File: src/rtl/magia_soc_evt_arbiter.sv
// -----------------------------------------------------------------------------
// magia_soc_evt_arbiter
//
// Collects one-cycle event pulses from NB_SRC sources and forwards them, one
// at a time, to the event unit SoC event port as event IDs. Each source keeps
// a saturating pending counter. Sources with pending events are served
// round-robin into a single registered output slot with a valid/ready
// handshake.
//
// Parameters:
//   NB_SRC      - number of event sources (1..32)
//   EVNT_WIDTH  - width of the event ID on evt_data_o
//   CNT_W       - width of each per-source pending counter
//   EVT_ID_BASE - event ID assigned to source 0
//
// Ports:
//   clk_i       - clock, all state on the rising edge
//   rst_ni      - asynchronous active-low reset
//   evt_i       - one-cycle event pulses, one bit per source
//   evt_en_i    - per-source enable; disabled pulses are dropped
//   ovf_clr_i   - per-source clear of the sticky overflow flag
//   evt_valid_o - output slot holds an event
//   evt_data_o  - event ID in the output slot
//   evt_ready_i - event unit accepts the slot contents
//   ovf_o       - sticky per-source overflow flags
//   busy_o      - any event pending or slot occupied
// -----------------------------------------------------------------------------
module magia_soc_evt_arbiter #(
  parameter int NB_SRC      = 8,
  parameter int EVNT_WIDTH  = 8,
  parameter int CNT_W       = 4,
  parameter int EVT_ID_BASE = 0
) (
  input  logic                  clk_i,
  input  logic                  rst_ni,
  input  logic [NB_SRC-1:0]     evt_i,
  input  logic [NB_SRC-1:0]     evt_en_i,
  input  logic [NB_SRC-1:0]     ovf_clr_i,
  output logic                  evt_valid_o,
  output logic [EVNT_WIDTH-1:0] evt_data_o,
  input  logic                  evt_ready_i,
  output logic [NB_SRC-1:0]     ovf_o,
  output logic                  busy_o
);

  localparam int PTR_W = (NB_SRC > 1) ? $clog2(NB_SRC) : 1;
  localparam logic [CNT_W-1:0] CNT_MAX = '1;

  // Reject configurations whose highest event ID does not fit the ID field.
  if ((NB_SRC < 1) || (NB_SRC > 32)) begin : g_bad_nb_src
    $error("magia_soc_evt_arbiter: NB_SRC must be in 1..32");
  end
  if (((EVT_ID_BASE + NB_SRC - 1) >> EVNT_WIDTH) != 0) begin : g_bad_id_range
    $error("magia_soc_evt_arbiter: EVT_ID_BASE+NB_SRC-1 does not fit in EVNT_WIDTH");
  end

  logic [CNT_W-1:0]  cnt [NB_SRC];
  logic [PTR_W-1:0]  ptr;
  logic [PTR_W-1:0]  sel;
  logic [PTR_W-1:0]  ptr_nxt;
  logic [NB_SRC-1:0] pend;
  logic [NB_SRC-1:0] inc;
  logic [NB_SRC-1:0] dec;
  logic [NB_SRC-1:0] ovf_set;
  logic              found;
  logic              loadable;
  logic              grant;

  assign inc      = evt_i & evt_en_i;
  assign loadable = ~evt_valid_o | evt_ready_i;
  assign grant    = loadable & found;

  always_comb begin
    for (int i = 0; i < NB_SRC; i++) begin
      pend[i] = (cnt[i] != '0);
    end
  end

  // First pending source at or above ptr, wrapping past the top source.
  // Only registered counts are looked at, so a new pulse is grantable one
  // edge after it was counted.
  always_comb begin
    int idx;
    idx   = 0;
    sel   = '0;
    found = 1'b0;
    for (int off = 0; off < NB_SRC; off++) begin
      idx = int'(ptr) + off;
      if (idx >= NB_SRC) begin
        idx = idx - NB_SRC;
      end
      if (!found && pend[idx]) begin
        found = 1'b1;
        sel   = PTR_W'(idx);
      end
    end
  end

  always_comb begin
    ptr_nxt = sel + 1'b1;
    if (int'(sel) == NB_SRC - 1) begin
      ptr_nxt = '0;
    end
  end

  always_comb begin
    dec = '0;
    if (grant) begin
      dec[sel] = 1'b1;
    end
  end

  // A saturated counter drops an incoming event unless the same source is
  // granted this cycle, in which case the increment and decrement cancel.
  always_comb begin
    for (int i = 0; i < NB_SRC; i++) begin
      ovf_set[i] = inc[i] & ~dec[i] & (cnt[i] == CNT_MAX);
    end
  end

  always_comb begin
    busy_o = evt_valid_o;
    for (int i = 0; i < NB_SRC; i++) begin
      busy_o = busy_o | pend[i];
    end
  end

  always_ff @(posedge clk_i or negedge rst_ni) begin
    if (!rst_ni) begin
      for (int i = 0; i < NB_SRC; i++) begin
        cnt[i] <= '0;
      end
      ptr         <= '0;
      evt_valid_o <= 1'b0;
      evt_data_o  <= '0;
      ovf_o       <= '0;
    end else begin
      for (int i = 0; i < NB_SRC; i++) begin
        if (inc[i] && !dec[i]) begin
          if (cnt[i] != CNT_MAX) begin
            cnt[i] <= cnt[i] + 1'b1;
          end
        end else if (dec[i] && !inc[i]) begin
          cnt[i] <= cnt[i] - 1'b1;
        end
      end

      // A set in the same cycle as a clear keeps the flag.
      ovf_o <= ovf_set | (ovf_o & ~ovf_clr_i);

      if (loadable) begin
        if (found) begin
          evt_valid_o <= 1'b1;
          evt_data_o  <= EVNT_WIDTH'(EVT_ID_BASE + int'(sel));
          ptr         <= ptr_nxt;
        end else begin
          evt_valid_o <= 1'b0;
        end
      end
    end
  end

endmodule

File: config.mk
export PLATFORM = sky130hd
export DESIGN_NAME = magia_soc_evt_arbiter
export DESIGN_NICKNAME = d
export VERILOG_FILES = /design/src/rtl/magia_soc_evt_arbiter.sv
export SDC_FILE = /design/constraint.sdc
export NUM_CORES = 1
export LEC_CHECK = 0
export CAP_MARGIN = 20
export CORE_MARGIN = 10
export CORE_UTILIZATION = 50
export CTS_BUF_LIST = sky130_fd_sc_hd__clkbuf_8
export CTS_CLUSTER_DIAMETER = 80
export CTS_CLUSTER_SIZE = 10
export DETAILED_ROUTE_END_ITERATION = 16
export PLACE_DENSITY = 0.82
export RECOVER_POWER = 100
export SYNTH_ARGS = -nofsm -noshare
export SYNTH_HDL_FRONTEND = slang
export SYNTH_SLANG_ARGS = --single-unit
export TNS_END_PERCENT = 1
File: constraint.sdc
create_clock -name clk_i -period 12.8 [get_ports clk_i]
set_input_delay 1.92 -clock clk_i [delete_from_list [all_inputs] [get_ports clk_i]]
set_output_delay 1.92 -clock clk_i [all_outputs]
set_load 0.01 [all_outputs]
# After elaboration in Yosys (flattened, before gate mapping)
# Index checks and enable logic that the tools add are counted.
op_classes:
  addsub: 32
  n_lt_le_gt_ge: 18
  eq_ne: 25
  mux: 77
  bitwise: 39
  n_reduce_logical: 72
op_table:
  columns: ["operator", "n"]
  rows:
  - ["less-than comparator 32 x 5 -> 1 bit (second input constant)", 8]
  - ["two-way mux 32 bit", 8]
  - ["two-way mux 4 bit", 24]
  - ["subtractor 4 x 4 -> 5 bit (second input constant)", 7]
  - ["adder 4 x 1 -> 4 bit (second input constant)", 8]
  - ["== test 4 bit (second input constant)", 8]
  - ["!= test 4 bit (second input constant)", 8]
  - ["nonzero test 4 bit", 8]
  - ["subtractor 4 x 1 -> 4 bit (second input constant)", 8]
  - [">= comparator 4 bit (second input constant)", 7]
  - ["two-way mux 3 bit", 9]
  - ["two-way mux 1 bit", 26]
  - ["binary-select mux 1 bit (select 3 bit)", 8]
  - ["logical AND 1 bit", 24]
  - ["zero test 1 bit", 23]
  - ["AND reduction 2 bit", 9]
  - ["AND 1 bit", 17]
  - ["adder 3 x 3 -> 4 bit (second input constant)", 4]
  - ["AND 8 bit", 2]
  - ["!= test 2 x 1 -> 1 bit (second input constant)", 8]
  - ["nonzero test 2 bit", 8]
  - ["inverter 1 bit", 9]
  - ["OR 1 bit", 9]
  - ["adder 3 x 2 -> 4 bit (second input constant)", 2]
  - ["other kinds (11)", 11]
totals:
  ff_bits: 47
  in_bits: 27
  output_inout_bits: 18

# Depth between registers and ports, before layout
depth:
  depth_word: 36
  mapped_depth: 22

# Least setup slack after synthesis
# No wires, ideal clock.
synth_path:
  path_type: "register to register"
  start: "register ptr[1]"
  end: "register cnt[15] (netlist bit)"
  arrival_time_ps: 4766
  path_slack_ps: 7955
  stages_incl_launch_ff: 23
  n_path_buf: 5
  cell_sequence: "dfrtp_1 > clkbuf_1 > inv_1 > ha_1 > buf_2 > or2_2 > o22ai_2 > o21ai_2 > and2_1 > buf_6 > a2111o_1 > and4b_1 > a31oi_1 > buf_2 > or4b_1 > buf_2 > nand3_1 > ha_1 > a21o_1 > a21oi_1 > nor2b_1 > mux2_4 > mux2i_1"
synth_via:
  elab_chain_cells: 36
  word_cells_on_any_way: 99
  cone_classes: "15 x add/sub; 10 x order compare; 1 x eq/ne; 52 x mux; 1 x bitwise; 20 x reduce/logical"
synth_rtl:
  columns: ["item", "line_no", "text"]
  rows:
  - ["start, declared", "58", "logic [PTR_W-1:0] ptr;"]
  - ["start signal, assigned", "155", "ptr <= ptr_nxt;"]
  - ["branches (longest 31 deep; another with subtractor 4 x 4 -> 5 bit)", null, null]
  - ["two-way mux 8 bit (*)", "108", "if (grant) begin"]
  - ["zero test 1 bit", "139", "if (inc[i] && !dec[i]) begin"]
  - ["logical AND 1 bit", "139", null]
  - ["!= test 2 x 1 -> 1 bit (no line) / nonzero test 2 bit (equally long branches)", null, null]
  - ["AND reduction 2 bit (no line)", null, null]
  - ["end signal, assigned by index", "141", "cnt[i] <= cnt[i] + 1'b1;"]
  - ["end signal, assigned by index", "144", "cnt[i] <= cnt[i] - 1'b1;"]
  - ["end, declared", "57", "logic [CNT_W-1:0] cnt [NB_SRC];"]
# Every way passes the cells marked *. The select of a mux whose other input is x is not followed.
# A chain may end at the register's enable or synchronous reset.

# Worst setup path after layout
layout_path:
  start: "register ptr[0]"
  end: "register cnt[11] (netlist bit)"
# Same word-level chain as after synthesis.

==> impl_metrics.env <==
export IMPL_dr_total_vias=3552
export IMPL_setup_ws_ps=6600
export IMPL_vias_per_cell=6.25
export IMPL_design_area_sq_um=4650
export IMPL_p_leak_nw=1.83
export IMPL_avgSynthCellArea_sq_um=9.80
export IMPL_io_pin_count=45
export IMPL_max_stage_delay_ps=840
export IMPL_drtPass1Iterations=5
export IMPL_min_path_type="reg2reg"
export IMPL_drc=0
export IMPL_clock_sinks=47
export IMPL_grt_usage=0.159
export IMPL_violations="capacitance limit, slew limit"
export IMPL_cts_tree="done"
export IMPL_cts_max_level=2
export IMPL_yosysSeqAreaShare=0.283
export IMPL_mostFrequentLayoutCell="dfrtp_1"
export IMPL_startpoint_type="flip-flop"
export IMPL_cts_reportedPaths_clkPinSlew_ps=90
export IMPL_required_ps=13010
export IMPL_power_switching_mw=0.455
export IMPL_path_class="reg2reg"
export IMPL_place_congestion=0.930
export IMPL_grt_pass1_vias=3508
export IMPL_rsz0062_at_grt="no"
export IMPL_netSwitchingFraction=0.463
export IMPL_internal_power_mw=0.527
export IMPL_placement_io_buffers=39
export IMPL_clkPwrFrac=0.101
export IMPL_synth_cells=424
export IMPL_overflow=0
export IMPL_cp_data_arrival_time_ps=6410
export IMPL_place_detailed_hpwl_um=7930
export IMPL_maxCapViolCount=1
export IMPL_grt_first_pass_wirelength_um=17000
export IMPL_antenna_found_initial=0
export IMPL_synthArstFlopShare=1.00
export IMPL_finalMaxSlewViolations=31
export IMPL_most_common_layout_cells="dfrtp_1, nand2_1, clkdlybuf4s50_1"
export IMPL_fin_crit_sh=0.484
export IMPL_nets=515
export IMPL_drt_wl_total_um=10200
export IMPL_cts_resized=0
export IMPL_final_min_clock_period_ps=6200
export IMPL_yosys_warnings=0
export IMPL_synth_cell_types=76
export IMPL_wl_per_cell_um=17.9
export IMPL_start_util=0.511
export IMPL_clockBufferDepth=2
export IMPL_synth_main_ff_cell="dfrtp_1"
export IMPL_core_sq_um=8130
export IMPL_tightest_slew_ps=1760
export IMPL_total_power_mw=0.982
export IMPL_slowest_stage="nor3b_1"
export IMPL_setup_viol=0
export IMPL_die_h_um=111
export IMPL_rows=33
export IMPL_critPathBufInv=2
export IMPL_syn_area_sq_um=4160
export IMPL_drt_iter0_markers=196
export IMPL_dp_slack_ps=6920
export IMPL_relSlewSlack=-0.173
export IMPL_cts_buffers=5
export IMPL_crit_fanout=15
export IMPL_crit_chain="inv_1 -> ha_1 -> nand2_1 -> o22ai_1 -> o21ai_0 -> and2_0 -> a2111o_1 -> and4b_1 -> a31oi_1 -> clkbuf_1 -> nor3b_1 -> or2_2 -> ha_1 -> a21o_1 -> a21oi_1 -> a31oi_1 -> a211oi_1"
export IMPL_antenna_cells=0
export IMPL_design_die_area_sq_um=12400
export IMPL_die_w_um=111
export IMPL_clock_latency_ps=300
export IMPL_cpLargestDelayFamily="compound AO/OA/AOI/OAI gates"
export IMPL_synth_edf_count=0
export IMPL_end_kind="flip-flop"
export IMPL_cts_hold_buf=0
export IMPL_p_seq_frac=0.332
export IMPL_final_hold_violation_count=0
export IMPL_cts_root_buffer="clkbuf_8"
export IMPL_grt_max_degree=48
export IMPL_cts_setup_buffers=0
export IMPL_drive_above_1_share=0.114
export IMPL_ir_drop_uv=115
export IMPL_fin_skew_ps=9.37
export IMPL_post_dp_cell_area_sq_um=4610
export IMPL_setup_tns_ps=0
export IMPL_syn_to_final_growth_pct=11.8
export IMPL_r2r_setup_slack_ps=6600
export IMPL_pwr_share_comb=0.567
export IMPL_ant_nets=0
export IMPL_fmax_ghz=0.161
export IMPL_status="complete, but fails checks"
export IMPL_ys_ff_latch=47
export IMPL_post_route_util=0.571
export IMPL_p_per_area_nw_per_um2=211
==> per-stage QoR <==
stage          instances  hold WS [ps]
6_report             568           493
5_1_grt              568           504
4_1_cts              566           495
3_5_place_dp         558           472
3_3_place_gp         558           475
2_1_floorplan        428           483
==> sequential cells by signal, summed over array words and instances, names as in the netlist <==
name         cells
evt_valid_o      1
evt_data_o       3
ptr              3
ovf_o            8
cnt             32
==> Yosys cell counts, types with 3 or more instances <==
library cell / count / area share
mux2_2: 12 / 0.033
nand3_1: 14 / 0.017
a21o_1: 8 / 0.014
o22ai_2: 4 / 0.012
a21oi_1: 18 / 0.022
a31oi_1: 3 / 0.0045
nand4_1: 11 / 0.017
o21ai_0: 11 / 0.013
xnor2_1: 13 / 0.027
or4_1: 7 / 0.013
nand2b_1: 4 / 0.0060
a211oi_1: 4 / 0.0072
nor2_1: 14 / 0.013
inv_1: 17 / 0.015
xor2_1: 13 / 0.027
dfrtp_1: 47 / 0.28
or2_2: 8 / 0.012
nand3b_1: 3 / 0.0054
a22oi_1: 6 / 0.011
mux4_2: 5 / 0.027
o211ai_1: 3 / 0.0054
clkbuf_1: 3 / 0.0027
buf_4: 5 / 0.0090
nor3_1: 4 / 0.0048
o22ai_1: 13 / 0.020
or4_4: 4 / 0.011
ha_1: 18 / 0.054
o22a_1: 12 / 0.025
mux2i_1: 16 / 0.039
nor4_1: 9 / 0.014
and2_1: 9 / 0.014
fa_1: 8 / 0.039
buf_2: 5 / 0.0060
nand2_1: 30 / 0.027
nor2b_1: 9 / 0.014
==> area by class of cell <==
| class | count | area (sq um) |
|---|---|---|
| Fill cell | 702 | 3490 |
| Multi-Input combinational cell | 349 | 2780 |
| Sequential cell | 47 | 1180 |
| Timing Repair Buffer | 42 | 399 |
| Tap cell | 105 | 131 |
| Clock buffer | 7 | 96.3 |
| Inverter | 17 | 63.8 |
| Clock inverter | 1 | 3.75 |
==> worst min-delay path, stage by stage, from the launching register on <==
cell and delay, ps:
dfrtp_1 350, nand2_1 50, nand2_1 60
==> cells by family after synthesis <==
kind of cell | Yosys count | synth area share
AOI/OAI and AO/OA | 110 | 0.208
other | 1 | 0.000902
muxes | 35 | 0.105
and+or+nand+nor | 147 | 0.219
DFF | 47 | 0.283
xor gates and xnor gates | 26 | 0.0548
adders and majority gates | 26 | 0.0927
buffers and inverters | 32 | 0.0367
==> power by group through the flow <==
| stage | combinational (mW) | clock (mW) | sequential (mW) |
|---|---|---|---|
| 6_report | 0.557 | 0.0991 | 0.326 |
| 5_1_grt | 0.621 | 0.108 | 0.341 |
| 4_1_cts | 0.575 | 0.102 | 0.325 |
| 2_1_floorplan | 0.464 | 0 | 0.293 |
| 3_3_place_gp | 0.553 | 0 | 0.320 |
| 3_5_place_dp | 0.571 | 0 | 0.328 |
==> final timing paths <==
| path | startpoint | endpoint | depth (start not counted) |
|---|---|---|---|
| setup reg to reg | ptr[0] | cnt[11] | 17 |
| hold / removal | evt_data_o[0] | evt_data_o[0] | 2 |
| max in group asynchronous | rst_ni | ptr[1] | 2 |
| min in group asynchronous | rst_ni | ovf_o[6] | 1 |
| hold reg to reg | evt_data_o[0] | evt_data_o[0] | 2 |
| setup / recovery | ptr[0] | cnt[11] | 17 |
==> layer usage <==
| layer | global-route usage | share of wire |
|---|---|---|
| met1 | 0.194 | 0.45 |
| met2 | 0.274 | 0.49 |
| met3 | 0.0260 | 0.042 |
| met4 | 0.0557 | 0.023 |
| met5 | 0 | 0 |
No activity file was read; power rests on OpenSTA's default activity.
